### src/rtl/time_seg_595.sv
// time_seg_595: display back-end for the digital clock.
// Converts the digit selected by sel_gen into a common-anode 7-segment code
// and shifts {seg, sel} into a 74HC595 chain each time the selected digit
// changes. The word goes out LSB first, then stcp latches it.
// Optional feature: define TIME_SEG_DP_EN to light the decimal point on the
// hours-ones and minutes-ones digits, so the display reads hh.mm.ss.
module time_seg_595 #(
  parameter int unsigned SHIFT_HALF = 2  // shcp half-period in clk cycles, 1..255
) (
  input  logic       clk,
  input  logic       rst_n,
  input  logic [7:0] hours,
  input  logic [7:0] minutes,
  input  logic [7:0] seconds,
  input  logic [5:0] sel_gen,
  output logic       ds,
  output logic       shcp,
  output logic       stcp,
  output logic       oe_n
);

  typedef enum logic [1:0] {
    ST_IDLE,
    ST_LOAD,
    ST_SHIFT,
    ST_LATCH
  } state_e;

  localparam logic [7:0] HALF_LAST = 8'(SHIFT_HALF - 1);
  localparam logic [3:0] LAST_BIT  = 4'd13;

  // Active-low segment codes, bit order {dp,g,f,e,d,c,b,a}.
  localparam logic [7:0] SEG_DASH  = 8'hBF;
  localparam logic [7:0] SEG_BLANK = 8'hFF;

  function automatic logic [7:0] seg_of(input logic [3:0] digit);
    logic [7:0] code;
    case (digit)
      4'd0:    code = 8'hC0;
      4'd1:    code = 8'hF9;
      4'd2:    code = 8'hA4;
      4'd3:    code = 8'hB0;
      4'd4:    code = 8'h99;
      4'd5:    code = 8'h92;
      4'd6:    code = 8'h82;
      4'd7:    code = 8'hF8;
      4'd8:    code = 8'h80;
      4'd9:    code = 8'h90;
      default: code = SEG_BLANK;
    endcase
    return code;
  endfunction

  state_e      state_q, state_d;
  logic [13:0] frame_q, frame_d;
  logic [3:0]  bit_q, bit_d;
  logic        phase_q, phase_d;     // 0: shcp low half, 1: shcp high half
  logic [7:0]  cnt_q, cnt_d;
  logic        pending_q, pending_d;
  logic [5:0]  sel_prev_q, sel_prev_d;  // sel_gen delayed by one cycle
  logic        first_q, first_d;     // forces a frame right after reset
  logic        oe_n_q, oe_n_d;
  logic        ds_q, ds_d;
  logic        shcp_q, shcp_d;
  logic        stcp_q, stcp_d;

  logic        change;
  logic [7:0]  digit_val;
  logic        use_tens;
  logic        sel_valid;
  logic        dp_digit;
  logic [7:0]  tens;
  logic [7:0]  ones;
  logic [3:0]  digit;
  logic [7:0]  seg_code;
  logic [5:0]  sel_out;
  logic [13:0] frame_word;
  logic [3:0]  bit_next;

  // Pick the value and tens/ones half addressed by the one-hot select.
  always_comb begin
    // NOTE: every signal written in a combinational block gets a default
    // first; a path that leaves one unassigned would infer a latch.
    digit_val = 8'd0;
    use_tens  = 1'b0;
    sel_valid = 1'b1;
    dp_digit  = 1'b0;
    case (sel_gen)
      6'b000001: digit_val = seconds;
      6'b000010: begin digit_val = seconds; use_tens = 1'b1; end
      6'b000100: begin digit_val = minutes; dp_digit = 1'b1; end
      6'b001000: begin digit_val = minutes; use_tens = 1'b1; end
      6'b010000: begin digit_val = hours;   dp_digit = 1'b1; end
      6'b100000: begin digit_val = hours;   use_tens = 1'b1; end
      default:   sel_valid = 1'b0;  // zero or more than one bit set
    endcase
  end

  // BCD split and segment encoding of the active digit; builds the frame.
  always_comb begin
    tens     = digit_val / 8'd10;
    ones     = digit_val % 8'd10;
    digit    = use_tens ? tens[3:0] : ones[3:0];
    seg_code = SEG_BLANK;
    sel_out  = 6'b000000;
    if (sel_valid) begin
      sel_out = sel_gen;
      if (digit_val >= 8'd100) begin
        seg_code = SEG_DASH;
      end else begin
        seg_code = seg_of(digit);
`ifdef TIME_SEG_DP_EN
        if (dp_digit) seg_code[7] = 1'b0;
`endif
      end
    end
    frame_word = {seg_code, sel_out};
  end

  // Next-state and registered-output logic for the 595 transfer FSM.
  always_comb begin
    change     = first_q || (sel_gen != sel_prev_q);
    bit_next   = bit_q + 4'd1;
    state_d    = state_q;
    frame_d    = frame_q;
    bit_d      = bit_q;
    phase_d    = phase_q;
    cnt_d      = cnt_q;
    pending_d  = pending_q;
    sel_prev_d = sel_gen;
    first_d    = 1'b0;
    oe_n_d     = oe_n_q;
    ds_d       = ds_q;
    shcp_d     = shcp_q;
    stcp_d     = stcp_q;
    case (state_q)
      ST_IDLE: begin
        if (change) state_d = ST_LOAD;
      end
      ST_LOAD: begin
        // Snapshot the inputs; a change in this very cycle still re-arms.
        frame_d   = frame_word;
        pending_d = change;
        bit_d     = 4'd0;
        phase_d   = 1'b0;
        cnt_d     = 8'd0;
        ds_d      = frame_word[0];
        shcp_d    = 1'b0;
        state_d   = ST_SHIFT;
      end
      ST_SHIFT: begin
        if (change) pending_d = 1'b1;
        if (cnt_q == HALF_LAST) begin
          cnt_d = 8'd0;
          if (!phase_q) begin
            phase_d = 1'b1;
            shcp_d  = 1'b1;       // rising edge mid-bit, ds already stable
          end else if (bit_q == LAST_BIT) begin
            shcp_d  = 1'b0;
            stcp_d  = 1'b1;
            state_d = ST_LATCH;
          end else begin
            bit_d   = bit_next;
            phase_d = 1'b0;
            shcp_d  = 1'b0;
            ds_d    = frame_q[bit_next];
          end
        end else begin
          cnt_d = cnt_q + 8'd1;
        end
      end
      ST_LATCH: begin
        if (change) pending_d = 1'b1;
        if (cnt_q == HALF_LAST) begin
          cnt_d   = 8'd0;
          stcp_d  = 1'b0;
          oe_n_d  = 1'b0;         // 595 now holds a valid pattern
          state_d = (pending_q || change) ? ST_LOAD : ST_IDLE;
        end else begin
          cnt_d = cnt_q + 8'd1;
        end
      end
      default: state_d = ST_IDLE;
    endcase
  end

  // State and output registers; reset abandons any frame in flight.
  always_ff @(posedge clk or negedge rst_n) begin
    if (!rst_n) begin
      state_q    <= ST_IDLE;
      frame_q    <= 14'd0;
      bit_q      <= 4'd0;
      phase_q    <= 1'b0;
      cnt_q      <= 8'd0;
      pending_q  <= 1'b0;
      sel_prev_q <= 6'd0;
      first_q    <= 1'b1;
      oe_n_q     <= 1'b1;
      ds_q       <= 1'b0;
      shcp_q     <= 1'b0;
      stcp_q     <= 1'b0;
    end else begin
      // NOTE: sequential state uses non-blocking assignments so every
      // register samples the values from before this clock edge.
      state_q    <= state_d;
      frame_q    <= frame_d;
      bit_q      <= bit_d;
      phase_q    <= phase_d;
      cnt_q      <= cnt_d;
      pending_q  <= pending_d;
      sel_prev_q <= sel_prev_d;
      first_q    <= first_d;
      oe_n_q     <= oe_n_d;
      ds_q       <= ds_d;
      shcp_q     <= shcp_d;
      stcp_q     <= stcp_d;
    end
  end

  assign ds   = ds_q;
  assign shcp = shcp_q;
  assign stcp = stcp_q;
  assign oe_n = oe_n_q;

endmodule
### config.mk
export PLATFORM = sky130hd
export DESIGN_NAME = time_seg_595
export DESIGN_NICKNAME = d
export VERILOG_FILES = /design/src/rtl/time_seg_595.sv
export SDC_FILE = /design/constraint.sdc
export NUM_CORES = 1
export LEC_CHECK = 0
export ABC_AREA = 1
export BUFFER_PORTS_ARGS = -buffer_cell sky130_fd_sc_hd__buf_4
export CAP_MARGIN = 20
export CORE_ASPECT_RATIO = 1.75
export CORE_UTILIZATION = 53
export CTS_CLUSTER_DIAMETER = 40
export DETAILED_ROUTE_END_ITERATION = 16
export GPL_TIMING_DRIVEN = 0
export PLACE_DENSITY_LB_ADDON = 0.15
export SYNTH_ARGS = -nofsm -noshare
export SYNTH_HDL_FRONTEND = slang
export SYNTH_SLANG_ARGS = --single-unit
### constraint.sdc
create_clock -name clk -period 1.61 [get_ports clk]
set_input_delay 0.161 -clock clk [delete_from_list [all_inputs] [get_ports clk]]
set_output_delay 0.161 -clock clk [all_outputs]
set_load 0.05 [all_outputs]
==> results of run 1 <==
==> cell type report <==
type | instances | area, um2 | area share, %
Timing Repair Buffer | 72 | 611 | 13.7
Buffer | 2 | 8.76 | 0.197
Sequential cell | 41 | 1030 | 23.1
Tap cell | 76 | 95.1 | 2.13
Inverter | 71 | 364 | 8.17
Multi-Input combinational cell | 310 | 2260 | 50.8
Clock buffer | 7 | 86.3 | 1.94
==> sequential cells by signal, summed over array words and instances (netlist names) <==
name	cells
bit_q	4
ds	1
shcp	1
first_q	1
stcp	1
frame_q	14
sel_prev_q	6
oe_n	1
cnt_q	8
phase_q	1
pending_q	1
state_q	2
==> through the flow <==
stage / setup TNS, ns / hold slack [ns] / power (uW) / area (um2)
finish: -10.91 / 0.0116 / 5160 / 4450
global route: -13.24 / -0.00420 / 5530 / 4450
CTS: -9.84 / 0.0284 / 4670 / 4070
detailed placement: -14.26 / 0.167 / 3560 / 3610
global placement: -13.30 / 0.170 / 3480 / 3610
floorplan: -8.25 / -0.135 / 3010 / 3260
==> power breakdown <==
group	leakage, uW	internal, uW	switching [uW]	total (uW)
clock network	0.0000443	340	341	681
logic	0.00167	1200	1850	3050
registers	0.000487	1270	165	1430
==> cells by family after synthesis <==
| group | Yosys count | synth area share [%] |
|---|---|---|
| flops | 41 | 33.3 |
| compound gates | 64 | 12.5 |
| fa+ha+maj | 15 | 6.09 |
| buf+inv | 73 | 8.97 |
| other cells | 1 | 0.122 |
| xor+xnor | 4 | 1.14 |
| simple gates | 225 | 37.8 |
==> timing repair <==
| item | 4_1_cts | 5_1_grt |
|---|---|---|
| gates cloned | 0 | 1 |
| setup buffers | 31 | 12 |
| pin swaps | 31 | 53 |
| gates resized for setup | 40 | 97 |
| endpoints found under the setup margin | 18 | 23 |
| endpoints found under the hold margin | 39 | 1 |
==> cell usage after synthesis, types with 2 or more instances <==
library cell	instances
a2111oi_0	2
a21oi_1	20
a22o_1	2
a31oi_1	2
clkbuf_1	2
dfrtp_1	39
dfstp_2	2
ha_1	15
inv_1	54
inv_2	16
nand2_1	79
nand2_2	22
nand2_4	7
nand3_1	38
nand3_2	7
nand4_1	2
nor2_1	44
nor2_2	2
nor2_4	4
nor2_8	2
nor3_1	10
o211ai_1	3
o21ai_0	18
o21ai_1	2
o22ai_1	7
or2_2	2
xnor2_1	2
xor2_1	2
==> how the worst max path moves through the flow <==
stage	slack [ns]	end	start
after CTS	-1.41	frame_q[6]$_DFFE_PN0P_	sel_gen[0]
final	-1.48	frame_q[8]$_DFFE_PN0P_	sel_gen[4]
after detailed placement	-1.82	frame_q[9]$_DFFE_PN0P_	sel_gen[5]
after global routing	-1.67	frame_q[8]$_DFFE_PN0P_	sel_gen[4]
after global placement	-1.75	frame_q[6]$_DFFE_PN0P_	sel_gen[5]
after floorplan	-1.23	frame_q[7]$_DFFE_PN0P_	sel_gen[5]
==> metal layers <==
metal | vias up | wire [um] | track usage, %
li1 | 1532 | - | -
met2 | 70 | 4850 | 56.6
met4 | 0 | 264 | 15.0
met3 | 18 | 182 | 2.63
met5 | - | 0 | 0
met1 | 1508 | 2920 | 23.1
==> impl_metrics.toml, run 1 <==
[placed_design]
dp_hpwl_um = 5540
gp_congestion = 0.794
dp_slack_ns = -1.82
portBuffers = 35
dp_cells = 534

[floorplanning]
die_x_um = 59.7
io_pins = 36
die_area_um2 = 6140
start_util_pct = 55.2
die_h_um = 103
core_area_um2 = 5590
num_rows = 36

[synthesis]
syn_area_per_cell_um2 = 7.29
synth_nets = 470
synth_warnings = 0
synth_area_leaders = "dfrtp_1, nand2_1, inv_1, nand3_1, ha_1"
yosysSeqAreaShare_pct = 33.3
synth-edff-count = 0
synth_top_area_share_pct = 31.6
synthesis.area_um2 = 3080
synth_ff_type = "dfrtp_1"
async_reset_ff_share_pct = 100
ys_types = 44
yosys.area.top_type = "dfrtp_1"
ys_ff_latch = 41
synthCells = 423

[critical_path]
cpPeakStageDelay_ns = 0.21
crit_path_top_delay_cell = "nor2_4"
required_ns = 1.84
path_class = "in -> reg"
path_buf_inv = 4
critPathCaptureType = "flop"
critPathArrivalTime_ns = 3.32
cp_top_family = "simple AND/OR/NAND/NOR gates"
reg2reg_depth = 9
critPathMaxFanout = 5
ff2ff_setup_slack_ns = -0.18
timing.rr.end = "ds$_DFFE_PN0P_"
rr_startpoint = "cnt_q[4]$_DFFE_PN0N_"
crit_top_cell = "nand2_4"
cp-start-kind = "primary input"
critical_path_depth = 32

[grt]
grt_remaining_overflow = 0
grt_pass1_wl_um = 12600
grt_max_degree = 42
grt_antenna_before_repair = 0
grtUsageTotal_pct = 27.1
grt_pass1_vias = 3094

[timing]
hold_viol = 0
final.period_utilization_pct = 192
rsz0062_at_grt = "yes"
fin_skew_ns = 0.00629
max-slew-margin-rel_pct = 16.5
period_minus_slack_ns = 3.09
timing.final.ws_setup_ns = -1.48
setup_viol_count_final = 15
fmax_mhz = 323
worstMarginPinSlew_ns = 1.24
drv_slew = 0

[finish]
stdcell_count = 579
nNetsFinal = 550
area_delta_synth_final_pct = 44.4
n_fill_cell = 391
final_cell_mix = "buf_4, nand2_1, inv_1"
fin_util_pct = 79.7
drive_above_1_share_pct = 46.7
diodes = 0
final_common_cell = "buf_4"

[routing]
drt_iter0_markers = 125
drc = 0
dr.pass1.iters = 4
vias_per_cell = 5.40
num_vias = 3128
wl_um = 8220
ant_nets = 0
drt-wirelength-per-cell_um = 14.2

[clock_network]
cts-root-buf = "clkbuf_8"
h-tree-depth = 2
tritoncts = "yes"
clkLatencyLatePin_ns = 0.29
numClockSinks = 41
clockBufferDepth = 2
cts_buffers = 5
clk_pin_slew_ns = 0.07
postCtsHoldBufs = 1

[power_and_ir_drop]
leakage_uw = 0.00220
p_per_area_nw_per_um2 = 1160
ir_drop_uv = 504

[job]
maxCapViolCount = 0

[run_status]
status = "finished, violations left"
failed_checks = "setup timing"

[min_path]
min_delay_path_depth = 1
hold_end = "sel_prev_q[4]$_DFF_PN0_"
hold_start = "sel_gen[4]"
hp-class = "in -> reg"
Power figures use the tool's default switching activity.
==> run 2, diff against run 1 <==
ABC_AREA = default   (was 1)
CORE_UTILIZATION = 54   (was 53)
RECOVER_POWER = 100   (was default)
==> impl_metrics.toml, run 2 <==
[grt]
grt_max_degree = 42
grtUsageTotal_pct = 31.6
grt_antenna_before_repair = 0
grt_pass1_vias = 3515
grt_remaining_overflow = 0
grt_pass1_wl_um = 16600

[finish]
nNetsFinal = 543
top_register = "frame_q"
n_fill_cell = 292
final_cell_mix = "buf_4, dfrtp_1, nand2_1, buf_6, nor2_1"
diodes = 0
final_common_cell = "buf_4"
area_delta_synth_final_pct = 55.2
drive_above_1_share_pct = 51.4
largest_registers = "frame_q: 14 flops, cnt_q: 8 flops, sel_prev_q: 6 flops"
largest_reg_flops = 14

[placed_design]
dp_slack_ns = -2.52
dp_hpwl_um = 6920
gp_congestion = 0.974
portBuffers = 35

[timing]
holdWs_ns = 0.0201
max-slew-margin-rel_pct = 57.0
drv_slew = 0
rsz0062_at_grt = "yes"
period_minus_slack_ns = 3.47
fmax_mhz = 288
timing.final.ws_setup_ns = -1.86
final.period_utilization_pct = 216
fin_skew_ns = 0.00705
hold_viol = 0
setup_viol_count_final = 32
worstMarginPinSlew_ns = 0.646

[routing]
drt-wirelength-per-cell_um = 21.9
wl_um = 12600
wl_met1_um = 4060
vias_per_cell = 6.52
dr.pass1.iters = 6
drc = 0
top_layer = "met4"
drt_iter0_markers = 374
wl_met3_um = 684
ant_nets = 0
num_vias = 3755
wl_met2_um = 7080

[clock_network]
numClockSinks = 41
cts-root-buf = "clkbuf_8"
tritoncts = "yes"
clkLatencyLatePin_ns = 0.29
cts_buffers = 5
h-tree-depth = 2
clockBufferDepth = 2
clk_pin_slew_ns = 0.07

[synthesis]
synth_area_leaders = "dfrtp_1, ha_1, nand2_1, nor2_1, o21ai_0"
yosysMostFrequentCell = "dfrtp_1"
synthCells = 381
synth_warnings = 0
ys_types = 79
synth_nets = 428
yosysSeqAreaShare_pct = 29.9
yosys.area.top_type = "dfrtp_1"
synthesis.area_um2 = 3440
synth_ff_type = "dfrtp_1"
synth-edff-count = 0
ys_ff_latch = 41
synth_top_area_share_pct = 28.4
syn_area_per_cell_um2 = 9.03
yosys-top-cells-count = "dfrtp_1, nand2_1, nor2_1"
async_reset_ff_share_pct = 100

[critical_path]
required_ns = 1.76
critPathMaxFanout = 5
critPathCaptureType = "flop"
critPathArrivalTime_ns = 3.62
cp-start-kind = "primary input"
path_class = "in -> reg"

[power_and_ir_drop]
p_per_area_nw_per_um2 = 951
ir_drop_uv = 579
p_total_uw = 5080
leakage_uw = 0.00216

[floorplanning]
start_util_pct = 55.7
num_rows = 38
die_x_um = 62.3
die_h_um = 108
core_area_um2 = 6180
io_pins = 36
die_area_um2 = 6710

[run_status]
failed_checks = "setup timing"
status = "finished, violations left"

[min_path]
hp-class = "in -> reg"

[job]
maxCapViolCount = 0
## run 2: cell count changes after synthesis, moves of 10 or more
cell and delta:
nor2_1 -10, nand3_1 -22, nand2_1 -41, nand2_2 -22, inv_2 -15, inv_1 -41
## run 2: kinds of logic after synthesis
kind of cell	after synthesis	share of synthesized area, %
AOI/OAI and AO/OA	122	29.0
xor gates and xnor gates	18	4.80
adders and majority gates	16	5.78
buffers and inverters	39	6.15
DFF	41	29.9
muxes	12	4.62
other	1	0.109
and+or+nand+nor	132	19.7
## run 2: stage by stage
| step | cells | util, % | cell area [um2] | TNS, ns |
|---|---|---|---|---|
| after floorplan | 381 | - | 3560 | -18.84 |
| after global placement | 496 | 63.5 | 3930 | -30.77 |
| after detailed placement | 496 | 63.5 | 3930 | -31.56 |
| after CTS | 539 | 75.6 | 4670 | -19.76 |
| after global routing | 576 | 86.4 | 5340 | -25.71 |
| final | 576 | 86.4 | 5340 | -22.71 |
## run 2: worst max-delay path, cell delays in order
cell	delay, ns
buf_12	0.11
buf_12	0.13
xnor2_4	0.25
buf_4	0.22
nor4bb_4	0.07
a221o_2	0.38
buf_4	0.16
nor2_2	0.18
nand2b_4	0.19
o221ai_2	0.15
a2111oi_4	0.44
buf_4	0.20
nor2_4	0.04
nor2_2	0.12
a31oi_4	0.06
inv_2	0.15
ha_4	0.15
nand2_2	0.06
o31ai_2	0.30
a31oi_1	0.11
## run 2: where the power goes
part           internal, uW  leakage (uW)  switching (uW)
registers              1210      0.000493             149
logic                  1480       0.00162            1560
clock network           340     0.0000443             338
## run 2: cell type report
class | count | area [um2] | share of cell area (%)
Inverter | 15 | 57.6 | 1.08
Clock buffer | 7 | 86.3 | 1.62
Buffer | 15 | 148 | 2.76
Tap cell | 80 | 100 | 1.87
Timing Repair Buffer | 117 | 1070 | 20.0
Multi-Input combinational cell | 301 | 2850 | 53.4
Sequential cell | 41 | 1030 | 19.3
## run 2: routing by layer
layer  GRT usage, %  vias to the layer above
met2           64.2                      204
li1               -                     1666
met1           30.3                     1809
met3           3.60                       76
met4           15.8                        0
met5              0                        -
## run 2: worst paths after layout
| path | startpoint | endpoint | cells past startpoint | slack [ns] |
|---|---|---|---|---|
| worst max-delay path | sel_gen[3] | frame_q[10]$_DFFE_PN0P_ | 20 | -1.86 |
| worst min-delay path | sel_gen[2] | sel_prev_q[2]$_DFF_PN0_ | 1 | 0.02 |
| worst max register to register | state_q[1]$_DFFE_PN0P_ | frame_q[10]$_DFFE_PN0P_ | 9 | -0.85 |
| worst min register to register | frame_q[13]$_DFFE_PN0P_ | frame_q[13]$_DFFE_PN0P_ | 1 | 0.48 |
| max in group asynchronous | rst_n | oe_n$_DFFE_PN1P_ | 2 | 0.83 |
| min in group asynchronous | rst_n | cnt_q[4]$_DFFE_PN0N_ | 2 | 0.40 |
## run 2: repair_timing
item                                   in CTS  in global routing
setup buffers                              37                 45
endpoints found under the hold margin      42                  0
pin swaps                                  31                 36
setup endpoints to repair                  32                 33
hold buffers                                4                  0
gates resized for setup                    77                 80
